$ cat config.mk
export PLATFORM = sky130hd
export DESIGN_NAME = rtc_calendar_core
export DESIGN_NICKNAME = d
export VERILOG_FILES = /design/src/rtl/rtc_calendar_core.sv
export SDC_FILE = /design/constraint.sdc
export NUM_CORES = 1
export LEC_CHECK = 0
export CAP_MARGIN = 20
export CORE_UTILIZATION = 60
export DETAILED_ROUTE_END_ITERATION = 7
export DONT_BUFFER_PORTS = 1
export PLACE_DENSITY_LB_ADDON = 0.3
export SYNTH_ARGS = -nofsm -noshare
export SYNTH_HDL_FRONTEND = slang
export SYNTH_SLANG_ARGS = --single-unit
$ cat constraint.sdc
create_clock -name clock -period 5.8 [get_ports clock]
set_clock_uncertainty 0.1 [all_clocks]
set_input_delay 1.74 -clock clock [delete_from_list [all_inputs] [get_ports clock]]
set_output_delay 1.74 -clock clock [all_outputs]
set_load 0.03 [all_outputs]
$ cat src/rtl/rtc_calendar_core.sv
// rtc_calendar_core
// Real-time clock and calendar: a tick prescaler feeding a carry chain of
// second/minute/hour/day/month/year counters, with leap-year February, a
// field-addressed write port, a per-field increment without carry, 12/24-hour
// display decoding and an hour:minute alarm with a sticky flag.
//
// Ports
//   clock, reset        system clock, asynchronous active-high reset
//   run                 1 = prescaler advances, 0 = time frozen
//   set_valid           write strobe for set_field/set_value
//   set_field           0=sec 1=min 2=hour 3=day 4=month 5=year (6,7 invalid)
//   set_value           binary value to write
//   inc_req             increment strobe for set_field (wrapping, no carry)
//   mode_12h            display-hour format select
//   alarm_en            enables alarm matching
//   alarm_hour/minute   alarm time
//   alarm_ack           clears alarm_flag
//   second..year        current time and date
//   hour_disp, pm       display hour and afternoon indicator
//   tick                one-cycle pulse per second
//   alarm_hit           one-cycle pulse on alarm match
//   alarm_flag          sticky alarm indicator
//   set_error           one-cycle pulse on a rejected write
//
// Handshake: set_valid and inc_req are single-cycle strobes with no ready.
// The core always takes the request on the cycle it is presented; a write
// that fails its range check changes nothing and is reported by set_error on
// the following cycle. set_valid has priority over inc_req.
module rtc_calendar_core #(
    parameter int TICK_DIV   = 32768,
    parameter int PRESC_W    = 15,
    parameter int YEAR_MAX   = 99,
    parameter int RESET_YEAR = 0
) (
    input  logic       clock,
    input  logic       reset,
    input  logic       run,
    input  logic       set_valid,
    input  logic [2:0] set_field,
    input  logic [6:0] set_value,
    input  logic       inc_req,
    input  logic       mode_12h,
    input  logic       alarm_en,
    input  logic [4:0] alarm_hour,
    input  logic [5:0] alarm_minute,
    input  logic       alarm_ack,
    output logic [5:0] second,
    output logic [5:0] minute,
    output logic [4:0] hour,
    output logic [4:0] hour_disp,
    output logic       pm,
    output logic [4:0] day,
    output logic [3:0] month,
    output logic [6:0] year,
    output logic       tick,
    output logic       alarm_hit,
    output logic       alarm_flag,
    output logic       set_error
);

    localparam logic [PRESC_W-1:0] PRESC_TOP = PRESC_W'(TICK_DIV - 1);
    localparam logic [PRESC_W-1:0] PRESC_ONE = PRESC_W'(1);
    localparam logic [6:0]         YMAX      = 7'(YEAR_MAX);
    localparam logic [6:0]         YRST      = 7'(RESET_YEAR);

    function automatic logic [4:0] month_days(input logic [3:0] m, input logic [6:0] y);
        case (m)
            4'd4, 4'd6, 4'd9, 4'd11: month_days = 5'd30;
            4'd2:                    month_days = (y[1:0] == 2'b00) ? 5'd29 : 5'd28;
            default:                 month_days = 5'd31;
        endcase
    endfunction

    logic [PRESC_W-1:0] presc, n_presc;
    logic               term;
    // t_* = values after the tick update only; n_* = final next values
    logic [5:0] t_sec, t_min, n_sec, n_min;
    logic [4:0] t_hour, t_day, n_hour, n_day, lim;
    logic [3:0] t_month, n_month;
    logic [6:0] t_year, n_year;
    logic       hit_d, err_d;

    assign term = run && (presc == PRESC_TOP);

    always_comb begin
        t_sec   = second;
        t_min   = minute;
        t_hour  = hour;
        t_day   = day;
        t_month = month;
        t_year  = year;
        if (term) begin
            if (second != 6'd59) begin
                t_sec = second + 6'd1;
            end else begin
                t_sec = 6'd0;
                if (minute != 6'd59) begin
                    t_min = minute + 6'd1;
                end else begin
                    t_min = 6'd0;
                    if (hour != 5'd23) begin
                        t_hour = hour + 5'd1;
                    end else begin
                        t_hour = 5'd0;
                        if (day < month_days(month, year)) begin
                            t_day = day + 5'd1;
                        end else begin
                            t_day = 5'd1;
                            if (month != 4'd12) begin
                                t_month = month + 4'd1;
                            end else begin
                                t_month = 4'd1;
                                t_year  = (year >= YMAX) ? 7'd0 : year + 7'd1;
                            end
                        end
                    end
                end
            end
        end

        // Alarm looks at the tick-updated time only, so writes cannot fire it.
        hit_d = term && alarm_en && (t_hour == alarm_hour) &&
                (t_min == alarm_minute) && (t_sec == 6'd0);

        n_presc = !run ? presc : (term ? '0 : presc + PRESC_ONE);
        n_sec   = t_sec;
        n_min   = t_min;
        n_hour  = t_hour;
        n_day   = t_day;
        n_month = t_month;
        n_year  = t_year;
        err_d   = 1'b0;
        lim     = 5'd31;

        if (set_valid) begin
            // Range checks use the pre-tick registers.
            case (set_field)
                3'd0: if (set_value <= 7'd59) begin
                          n_sec   = set_value[5:0];
                          n_presc = '0;
                      end else err_d = 1'b1;
                3'd1: if (set_value <= 7'd59) n_min = set_value[5:0];
                      else err_d = 1'b1;
                3'd2: if (set_value <= 7'd23) n_hour = set_value[4:0];
                      else err_d = 1'b1;
                3'd3: if (set_value >= 7'd1 && set_value <= {2'b00, month_days(month, year)})
                          n_day = set_value[4:0];
                      else err_d = 1'b1;
                3'd4: if (set_value >= 7'd1 && set_value <= 7'd12) begin
                          n_month = set_value[3:0];
                          lim     = month_days(set_value[3:0], t_year);
                          if (t_day > lim) n_day = lim;
                      end else err_d = 1'b1;
                3'd5: if (set_value <= YMAX) begin
                          n_year = set_value;
                          lim    = month_days(t_month, set_value);
                          if (t_day > lim) n_day = lim;
                      end else err_d = 1'b1;
                default: err_d = 1'b1;
            endcase
        end else if (inc_req) begin
            case (set_field)
                3'd0: n_sec  = (second == 6'd59) ? 6'd0 : second + 6'd1;
                3'd1: n_min  = (minute == 6'd59) ? 6'd0 : minute + 6'd1;
                3'd2: n_hour = (hour == 5'd23) ? 5'd0 : hour + 5'd1;
                3'd3: n_day  = (day >= month_days(month, year)) ? 5'd1 : day + 5'd1;
                3'd4: begin
                    n_month = (month == 4'd12) ? 4'd1 : month + 4'd1;
                    lim     = month_days(n_month, t_year);
                    if (t_day > lim) n_day = lim;
                end
                3'd5: begin
                    n_year = (year >= YMAX) ? 7'd0 : year + 7'd1;
                    lim    = month_days(t_month, n_year);
                    if (t_day > lim) n_day = lim;
                end
                default: ;
            endcase
        end
    end

    always_ff @(posedge clock or posedge reset) begin
        if (reset) begin
            presc      <= '0;
            second     <= 6'd0;
            minute     <= 6'd0;
            hour       <= 5'd0;
            day        <= 5'd1;
            month      <= 4'd1;
            year       <= YRST;
            tick       <= 1'b0;
            alarm_hit  <= 1'b0;
            alarm_flag <= 1'b0;
            set_error  <= 1'b0;
        end else begin
            presc      <= n_presc;
            second     <= n_sec;
            minute     <= n_min;
            hour       <= n_hour;
            day        <= n_day;
            month      <= n_month;
            year       <= n_year;
            tick       <= term;
            alarm_hit  <= hit_d;
            set_error  <= err_d;
            // A new hit outranks an acknowledge in the same cycle.
            if (hit_d)          alarm_flag <= 1'b1;
            else if (alarm_ack) alarm_flag <= 1'b0;
        end
    end

    always_comb begin
        pm = (hour >= 5'd12);
        if (!mode_12h)         hour_disp = hour;
        else if (hour == 5'd0) hour_disp = 5'd12;
        else if (hour > 5'd12) hour_disp = hour - 5'd12;
        else                   hour_disp = hour;
    end

endmodule

==> metrics.md, run 1 <==
| Metric | Value |
|---|---|
| Fillers | 769 |
| Die width | between 90 and 100 um |
| WHS Endpoint | presc[13] |
| Post-synth top area share | 22.8% |
| Cell Chain, Critical Path | inv_1 -> ha_1 -> o21ai_0 -> o21ai_0 -> o21ai_0 -> ha_1 -> inv_1 -> maj3_1 -> a211oi_1 -> nand2_1 -> o21ai_0 -> ha_1 -> nand2_1 -> o21ai_0 -> a211oi_1 -> nor4b_1 -> o31ai_1 -> a211oi_1 |
| Slowest stage delay, CP | between 700 and 800 ps |
| Hold path startpoint | presc[13] |
| Worst Slack Setup Final | 818 ps |
| Post-synthesis sequential area ratio | 23.8% |
| DRT antenna net count | 0 |
| Mapped Nets | 796 |
| P_leak | around 2.2 nW |
| Routed vias | about 5700 |
| Max Clock Freq | 201 MHz |
| Final #Nets | ~760 |
| Clock Path Buffers | 2 |
| Clock tree from TritonCTS | yes |
| Hold Crit Depth | 2 |
| Clock sink count | 52 |
| Number of cell rows | 34 |
| Startpoint Class | flop |
| Busiest layer in global routing | met2 |
| Reg-to-reg critical path startpoint | month[0] |
| Post-synth EDFFs | 0 |
| DP Cell Count | between 800 and 900 |
| R2R setup slack | approximately 820 ps |
| Met3 usage | 7.99% |
| First-pass GRT wire length | between 20000 and 30000 um |
| Grt met2 use | a little under three fifths |
| Placer congestion estimate | 0.992 |
| Gr usage total | between 30% and 40% |
| Remaining routing DRC violations | 0 |
| Post-CTS setup buffer count | 0 |
| Tcrit/Tclk final | a little under nine tenths |
| Die footprint | ~9500 um2 |
| Max-cap viol count | 0 |
| CP Max Fanout | 13 |
| Final Max Slew Viols | 0 |
| Crit Path Class | reg2reg |
| Total routed wirelength | 16200 um |
| Reg2reg path depth | 18 |
| Syn_area_per_cell | between 7 and 8 um2 |
| Met1 Usage GRT | a little over two fifths |
| WP data arrival | 5120 ps |
| Largest area contributor in the netlist | dfrtp_1 |
| Mapped Area | 5480 um2 |
| RSZ-0062 raised after global routing | no |
| Final setup TNS | 0 ps |
| Fin crit period | 4980 ps |
| Resized cells post-CTS | 0 |
| FF+latch count, synth | 52 |
| Yosys Warn Count | 0 |
| Cell with the most instances after synthesis | nand2_1 |
| H-tree Lvls | 2 |
| Worst slew margin | a little under a third |
| Overflow after GRT | 0 |
| Min-Delay Path Class | reg2reg |
| Synth Flop Type | dfrtp_1 |
| PortBufs | 0 |
| Via density | just over 7 |
| Detailed Place HPWL | about 12000 um |
| Initial DRC Count | 540 |
| Max VDD drop | about 0.00016 V |
| Core area | around 8800 um2 |
| WL/cell | between 15 and 20 um |
| Clk slew on worst S/H paths | between 100 and 150 ps |
| Clock Root Buffer | clkbuf_8 |
| Final core occ | about 63% |
| Pwr Density | just under 300 nW/um2 |
| Initial antenna violation count | 0 |
| Die height | 97.6 um |
| DRT Pass-1 Iters | 5 |
| Pre-CTS setup slack | ~560 ps |
| Synth area leaders | dfrtp_1 23%, ha_1 5.9%, o21ai_0 5.8% |
| Share of cells above drive strength 1 | 4.82% |
| Max stage delay cell, worst path | dfstp_2 |
| Setup Viol. Count Final | 0 |
| Ys async rst share | 100% |
| Cell Count, Final, Fillers Out | 813 |
| Vias in the first global route | approximately 5500 |
| Status | complete, no violations |
| Antenna Cells | 0 |
| Worst EP required | just under 6000 ps |
| Initial Util | a little over three fifths |
| Cells after Synth | between 700 and 800 |
| Post-synth top cells | 85 x nand2_1, 64 x o21ai_0, 63 x nor2_1 |
| Worst skew pair latency | ~320 ps |
| Worst path most repeated cell | o21ai_0 |
| Largest net degree at the start of global routing | 53 |
| Area delta synth->final | 1.10% |
| Final Hold Vio Count | 0 |
| Number of hold buffers added after CTS | 0 |
| Slew @ Worst Pin | around 1000 ps |
| Inserted Clock Buffers | 5 |
| Distinct cells, synth | 73 |
| Crit end category | flop |
| Ports | between 70 and 80 |
| Worst R2R End | day[0] |
routing by layer:
metal	share of wire (%)	up-vias	routed length, um
li1	-	2672	-
met1	40	2697	6440
met2	48	321	7740
met3	9.9	52	1610
met4	2.5	0	412
met5	0	-	0
cells in the final DEF, fill, tap and decap left out, drive strengths merged, types with 10 or more instances in the layout:
master and instances:
a211oi 18, nand2 85, nand4 16, dfrtp 50, xor2 13, nor3 11
o211ai 21, or4 10, nor2 63, nor2b 15, ha 26, a21oi 59
inv 29, mux2i 21, o21ai 66, nand3 31, o31ai 10
worst max-delay path by stage:
stage / start / to / slack [ps] / depth (start not counted)
floorplan: run / day[0] / 960 / 11
CTS: run / day[0] / 900 / 10
finish: month[0] / day[0] / 820 / 18
detailed placement: run / day[0] / 560 / 10
global route: month[0] / day[0] / 380 / 18
global placement: run / day[0] / 670 / 10
cell families (layout without fill, tap and decap cells):
logic type	count (synthesis)	after routing	synth area share [%]
AND/OR/NAND/NOR	298	298	28.2
AO/OA/AOI/OAI	239	239	27.8
buffers and inverters	76	40	5.48
flip-flops	52	52	23.8
adder cells (fa/ha/maj)	29	29	6.48
multiplexers	26	26	4.86
XOR/XNOR	21	21	3.36
registers in the layout, summed over array words and instances, names as in the netlist:
name	flops
presc	15
year	7
minute	6
second	6
day	5
hour	5
month	4
alarm_flag	1
alarm_hit	1
set_error	1
tick	1
critical path, delay by kind of cell, from the launching register on:
family	cells	cell delay [ps]
AOI/OAI and AO/OA	9	1970
adders and majority gates	4	1330
buffers and inverters	2	200
DFF	1	770
and+or+nand+nor	3	510
through the flow:
| stage | hold slack, ps | total power [mW] | area, um2 |
|---|---|---|---|
| 2_1_floorplan | 404 | 1.22 | 5480 |
| 3_3_place_gp | 436 | 1.34 | 5450 |
| 3_5_place_dp | 447 | 1.37 | 5450 |
| 4_1_cts | 474 | 1.59 | 5540 |
| 5_1_grt | 515 | 1.72 | 5540 |
| 6_report | 464 | 1.60 | 5540 |
layout make-up:
class | instances | area (um2) | share of cell area, %
clock inverter | 3 | 21.3 | 0.384
tap | 108 | 135 | 2.44
multi-input combinational | 613 | 3880 | 70.0
timing repair buffer | 4 | 30.0 | 0.542
clock buffer | 5 | 68.8 | 1.24
inverter | 28 | 105 | 1.90
sequential | 52 | 1300 | 23.5
report_power, final:
group / internal (mW) / total, mW / switching [mW] / leakage (nW)
clock network: 0.0862 / 0.223 / 0.137 / 0.0445
registers: 0.428 / 0.689 / 0.261 / 0.655
logic: 0.276 / 0.689 / 0.413 / 1.48
(Power assumes the default switching activity.)
==> inputs of run 2 (changes only) <==
==> constraint.sdc (replaced) <==
create_clock -name clock -period 4.6 [get_ports clock]
set_clock_uncertainty 0.1 [all_clocks]
set_input_delay 0.92 -clock clock [delete_from_list [all_inputs] [get_ports clock]]
set_output_delay 0.92 -clock clock [all_outputs]
set_load 0.03 [all_outputs]
==> metrics.md, run 2 (same netlist as run 1, synthesis figures left out) <==
| Metric | Value |
|---|---|
| Inserted Clock Buffers | 5 (unchanged) |
| Antenna Cells | 0 (unchanged) |
| Routed vias | 5852 (was 5742) |
| Biggest regs | presc (15), year (7) (unchanged) |
| Worst Slack Setup Final | 354 ps (was 818 ps) |
| Min-Delay Path Class | reg2reg (unchanged) |
| H-tree Lvls | 2 (unchanged) |
| Clock Root Buffer | clkbuf_8 (unchanged) |
| Core area | 8760 um2 (unchanged) |
| P_leak | 2.33 nW (was 2.18 nW) |
| Detailed Place HPWL | 12200 um (was 11600 um) |
| Worst R2R End | day[0] (unchanged) |
| Pre-CTS setup slack | 158 ps (was 562 ps) |
| Clock tree from TritonCTS | yes (unchanged) |
| Fin crit period | 4250 ps (was 4980 ps) |
| Final Hold Vio Count | 0 (unchanged) |
| Initial antenna violation count | 0 (unchanged) |
| First-pass GRT wire length | 27200 um (was 26300 um) |
| WHS Endpoint | presc[14] (was presc[13]) |
| WL/cell | 19.7 um (was 19.9 um) |
| Vias in the first global route | 5624 (was 5473) |
| Most frequent cells in the layout | 85 x nand2_1, 63 x nor2_1, 61 x o21ai_0 (was 85 x nand2_1, 64 x o21ai_0, 63 x nor2_1) |
| DRT antenna net count | 0 (unchanged) |
| Setup Viol. Count Final | 0 (unchanged) |
| Worst skew pair latency | 330 ps (was 320 ps) |
| PortBufs | 0 (unchanged) |
| Hold Crit Depth | 2 (unchanged) |
| Worst slew margin | 30.0% (was 31.3%) |
| Final core occ | 66.1% (was 63.2%) |
| WP data arrival | 4400 ps (was 5120 ps) |
| Die footprint | 9520 um2 (unchanged) |
| Die width | 97.6 um (unchanged) |
| Overflow after GRT | 0 (unchanged) |
| Gr usage total | 34.9% (was 33.5%) |
| Final Max Slew Viols | 0 (unchanged) |
| Clock Path Buffers | 2 (unchanged) |
| Initial Util | 62.5% (unchanged) |
| Hold path startpoint | presc[14] (was presc[13]) |
| Tot Pwr | 2.11 mW (was 1.60 mW) |
| Clk slew on worst S/H paths | 120 ps (was 110 ps) |
| Resized cells post-CTS | 0 (unchanged) |
| Number of hold buffers added after CTS | 0 (unchanged) |
| Tcrit/Tclk final | 92.3% (was 85.9%) |
| Clock sink count | 52 (unchanged) |
| Area delta synth->final | 5.66% (was 1.10%) |
| Reg-to-reg critical path startpoint | month[0] (unchanged) |
| Placer congestion estimate | 0.956 (was 0.992) |
| Slew @ Worst Pin | 1040 ps (was 1030 ps) |
| Die height | 97.6 um (unchanged) |
| Total routed wirelength | 16600 um (was 16200 um) |
| Crit Path Class | reg2reg (unchanged) |
| Reg2reg path depth | 20 (was 18) |
| Commonest non-fill, non-tap cell in the layout | nand2_1 (unchanged) |
| R2R setup slack | 350 ps (was 820 ps) |
| Max-cap viol count | 0 (unchanged) |
| Pwr Density | 365 nW/um2 (was 289 nW/um2) |
| Max Clock Freq | 236 MHz (was 201 MHz) |
| Number of cell rows | 34 (unchanged) |
| Max VDD drop | 0.000246 V (was 0.000163 V) |
| Reg with most FFs | presc (unchanged) |
| Remaining routing DRC violations | 0 (unchanged) |
| Post-CTS setup buffer count | 0 (unchanged) |
| Via density | 6.95 (was 7.06) |
| Startpoint Class | flop (unchanged) |
| Crit end category | flop (unchanged) |
| CP Max Fanout | 6 (was 13) |
| Largest register FFs | 15 (unchanged) |
| Worst EP required | 4750 ps (was 5940 ps) |
| Ports | 72 (unchanged) |
| Initial DRC Count | 548 (was 540) |
| Largest net degree at the start of global routing | 53 (unchanged) |
| Status | complete, no violations (unchanged) |
| Share of cells above drive strength 1 | 9.54% (was 4.82%) |
| Final #Nets | 788 (was 759) |
| DRT Pass-1 Iters | 7 (was 5) |
## run 2: final cells by class
type                       count  area [um2]
clock buffer                   5        68.8
clock inverter                 3        27.5
fill                         766        2970
inverter                      28         105
multi-input combinational    613        3900
sequential                    52        1300
tap                          108         135
timing repair buffer          33         248
## run 2: report_power, final
part / internal, mW / switching, mW / total (mW)
registers: 0.542 / 0.175 / 0.717
clock network: 0.113 / 0.186 / 0.299
logic: 0.403 / 0.695 / 1.10
total: 1.06 / 1.06 / 2.11
## run 2: worst max path at each step
stage	depth (start not counted)	to	slack (ps)	start
floorplan	20	day[0]	150	month[0]
global placement	19	day[0]	280	month[0]
detailed placement	19	day[0]	160	month[0]
CTS	19	day[0]	130	month[0]
global route	20	day[0]	-30	month[0]
finish	20	day[0]	350	month[0]
## run 2: critical path: stages (launching register included)
cell      delay, ps
dfstp_2         550
inv_1            70
ha_1            240
o21ai_0         170
o21ai_0         110
o21ai_1         220
ha_1            210
inv_1            60
maj3_1          450
a211oi_2        300
nand2_1          90
o21ai_1         170
buf_4           200
ha_1            230
nor2b_1         130
o21ai_0         140
a211oi_1         80
buf_4           160
nor3b_1         170
o31ai_1         100
a211oi_1        230
## run 2: per-stage QoR
step | hold slack, ps | instances | instance area (um2) | setup TNS, ps
2_1_floorplan | 404 | 741 | 5480 | 0
3_3_place_gp | 426 | 834 | 5670 | 0
3_5_place_dp | 442 | 834 | 5670 | 0
4_1_cts | 472 | 842 | 5770 | 0
5_1_grt | 500 | 842 | 5790 | -27.0
6_report | 470 | 842 | 5790 | 0
## run 2: routing by layer
metal,part of all wire (%),up-vias,GRT usage (%)
met2,48,318,58.9
met1,40,2734,43.1
met4,3.0,0,14.6
met3,8.9,64,7.19
met5,0,-,0
li1,-,2736,-
==> inputs of run 3 (changes only) <==
- CORE_UTILIZATION: 60 -> 57
- DONT_BUFFER_PORTS: 1 -> not set
==> metrics.md, run 3 (same netlist as run 1, synthesis figures left out) <==
| Metric | Value |
|---|---|
| Status | complete, no violations (unchanged) |
| Clock Root Buffer | clkbuf_8 (unchanged) |
| P_leak | 2.59 nW (was 2.33 nW) |
| Most frequent cells in the layout | 85 x nand2_1, 71 x clkdlybuf4s50_1, 63 x nor2_1 (was 85 x nand2_1, 63 x nor2_1, 61 x o21ai_0) |
| Inserted Clock Buffers | 5 (unchanged) |
| Ports | 72 (unchanged) |
| H-tree Lvls | 2 (unchanged) |
| Initial Util | 59.0% (was 62.5%) |
| Final setup TNS | 0 ps (unchanged) |
| Share of cells above drive strength 1 | 8.07% (was 9.54%) |
| Initial antenna violation count | 0 (unchanged) |
| Storage cell area | 1300 um2 (unchanged) |
| Final #Nets | 859 (was 788) |
| Placer congestion estimate | 0.942 (was 0.956) |
| Max VDD drop | 0.000197 V (was 0.000246 V) |
| Worst EP required | 4760 ps (was 4750 ps) |
| Tcrit/Tclk final | 93.4% (was 92.3%) |
| Footprint of the multi-input gates | 3890 um2 (was 3900 um2) |
| Via density | 6.63 (was 6.95) |
| Max stage delay cell, worst path | dfrtp_1 (was dfstp_2) |
| Commonest non-fill, non-tap cell in the layout | nand2_1 (unchanged) |
| Clock Path Buffers | 2 (unchanged) |
| Fin crit period | 4300 ps (was 4250 ps) |
| Antenna Cells | 0 (unchanged) |
| Area after DPL | 6400 um2 (was 5670 um2) |
| First-pass GRT wire length | 27800 um (was 27200 um) |
| Die height | 100 um (was 97.6 um) |
| Core area | 9280 um2 (was 8760 um2) |
| Total routed wirelength | 17300 um (was 16600 um) |
| Die footprint | 10000 um2 (was 9520 um2) |
| PortBufs | 71 (was 0) |
| Final Hold Vio Count | 0 (unchanged) |
| Number of hold buffers added after CTS | 0 (unchanged) |
| Crit Path Class | reg2reg (unchanged) |
| Clock tree from TritonCTS | yes (unchanged) |
| Overflow after GRT | 0 (unchanged) |
| DRT Pass-1 Iters | 5 (was 7) |
| Die width | 100 um (was 97.6 um) |
| Final core occ | 70.3% (was 66.1%) |
| Routed vias | 6195 (was 5852) |
| Cell Count, Final, Fillers Out | 934 (was 842) |
| Max-cap viol count | 0 (unchanged) |
| WP data arrival | 4450 ps (was 4400 ps) |
| Finished Cell Area | 6520 um2 (was 5790 um2) |
| Final Max Slew Viols | 0 (unchanged) |
| Vias in the first global route | 5905 (was 5624) |
| Worst slew margin | 48.9% (was 30.0%) |
| Max Clock Freq | 233 MHz (was 236 MHz) |
| Largest register FFs | 15 (unchanged) |
| DRT antenna net count | 0 (unchanged) |
| Crit end category | flop (unchanged) |
| Clock sink count | 52 (unchanged) |
| DP Cell Count | 925 (was 834) |
| Remaining routing DRC violations | 0 (unchanged) |
| Worst Path Buf+Inv | 3 (was 4) |
| Largest net degree at the start of global routing | 50 (was 53) |
| Min-Delay Path Class | reg2reg (unchanged) |
| Setup Viol. Count Final | 0 (unchanged) |
| Initial DRC Count | 700 (was 548) |
| Fillers | 780 (was 766) |
| CP Max Fanout | 5 (was 6) |
| Biggest regs | presc (15), year (7) (unchanged) |
| Cell Chain, Critical Path | inv_1 -> ha_1 -> o21ai_0 -> o21ai_0 -> o21ai_1 -> ha_1 -> inv_1 -> maj3_1 -> buf_4 -> and4_1 -> mux2i_1 -> nor2_1 -> ha_1 -> nand2_1 -> o21ai_0 -> nor3_1 -> a311oi_1 -> a211o_1 -> a2111oi_1 -> a211oi_1 (was inv_1 -> ha_1 -> o21ai_0 -> o21ai_0 -> o21ai_1 -> ha_1 -> inv_1 -> maj3_1 -> a211oi_2 -> nand2_1 -> o21ai_1 -> buf_4 -> ha_1 -> nor2b_1 -> o21ai_0 -> a211oi_1 -> buf_4 -> nor3b_1 -> o31ai_1 -> a211oi_1) |
| Worst skew pair latency | 330 ps (about the same) |
| Area delta synth->final | 19.0% (was 5.66%) |
| Startpoint Class | flop (unchanged) |
| CP top delay family | compound AO/OA/AOI/OAI gates (unchanged) |
| Detailed Place HPWL | 12500 um (was 12200 um) |
| Pwr Density | 350 nW/um2 (was 365 nW/um2) |
| Reg with most FFs | presc (unchanged) |
| Gr usage total | 34.4% (was 34.9%) |
| Clk slew on worst S/H paths | 120 ps (about the same) |
| WL/cell | 18.5 um (was 19.7 um) |
| Slowest stage delay, CP | 480 ps (was 550 ps) |
| Slew @ Worst Pin | 762 ps (was 1040 ps) |
| Number of cell rows | 35 (was 34) |
| RSZ-0062 raised after global routing | no |
## run 3: cell count changes in the layout (fill, tap and decap cells not counted), sizes merged
cell / change
inv: -1
clkdlybuf4s50: +71
clkinvlp: +1
## run 3: through the flow
| step | setup slack (ps) | hold WS (ps) | power (mW) |
|---|---|---|---|
| 6_report | 302 | 438 | 2.29 |
| 5_1_grt | 6.08 | 477 | 2.44 |
| 4_1_cts | 233 | 450 | 2.26 |
| 3_5_place_dp | 127 | 434 | 1.97 |
| 3_3_place_gp | 216 | 419 | 1.92 |
| 2_1_floorplan | 154 | 404 | 1.53 |
## run 3: cell type report
| cell class | count | share of cell area [%] |
|---|---|---|
| sequential | 52 | 20.0 |
| clock buffer | 5 | 1.06 |
| tap | 129 | 2.47 |
| clock inverter | 3 | 0.364 |
| multi-input combinational | 613 | 59.6 |
| inverter | 28 | 1.61 |
| timing repair buffer | 104 | 14.9 |
## run 3: worst paths after layout
kind                       startpoint  slack (ps)  depth (start not counted)         end
min in group asynchronous       reset         800                          2   alarm_hit
hold reg to reg            alarm_flag         440                          2  alarm_flag
hold / removal             alarm_flag         440                          2  alarm_flag
setup reg to reg             month[1]         300                         20      day[0]
max in group asynchronous       reset        2840                          4      day[0]
setup / recovery             month[1]         300                         20      day[0]
## run 3: per-layer routing
metal,vias up,part of all wire (%),GRT usage [%]
met5,-,0,0
met4,0,3.2,16.1
met3,69,9.0,5.50
met2,357,48,58.7
met1,2890,40,42.6
li1,2879,-,-
## run 3: power by group
| part | total [mW] | switching, mW | leakage [nW] | internal (mW) |
|---|---|---|---|---|
| registers | 0.714 | 0.171 | 0.655 | 0.543 |
| clock network | 0.291 | 0.182 | 0.0404 | 0.109 |
| logic | 1.28 | 0.746 | 1.90 | 0.535 |
| total | 2.29 | 1.10 | 2.59 | 1.19 |
## run 3: timing repair
action / 4_1_cts / 5_1_grt
resized for setup: 0 / 5
hold endpoints to repair: 0 / 0
setup buffers: 0 / 0
setup endpoints to repair: 0 / 2
## run 3: worst min-delay path, cell delays in order (launching register included)
cell	delay (ps)
dfrtp_1	390
inv_1	50
o22ai_1	60
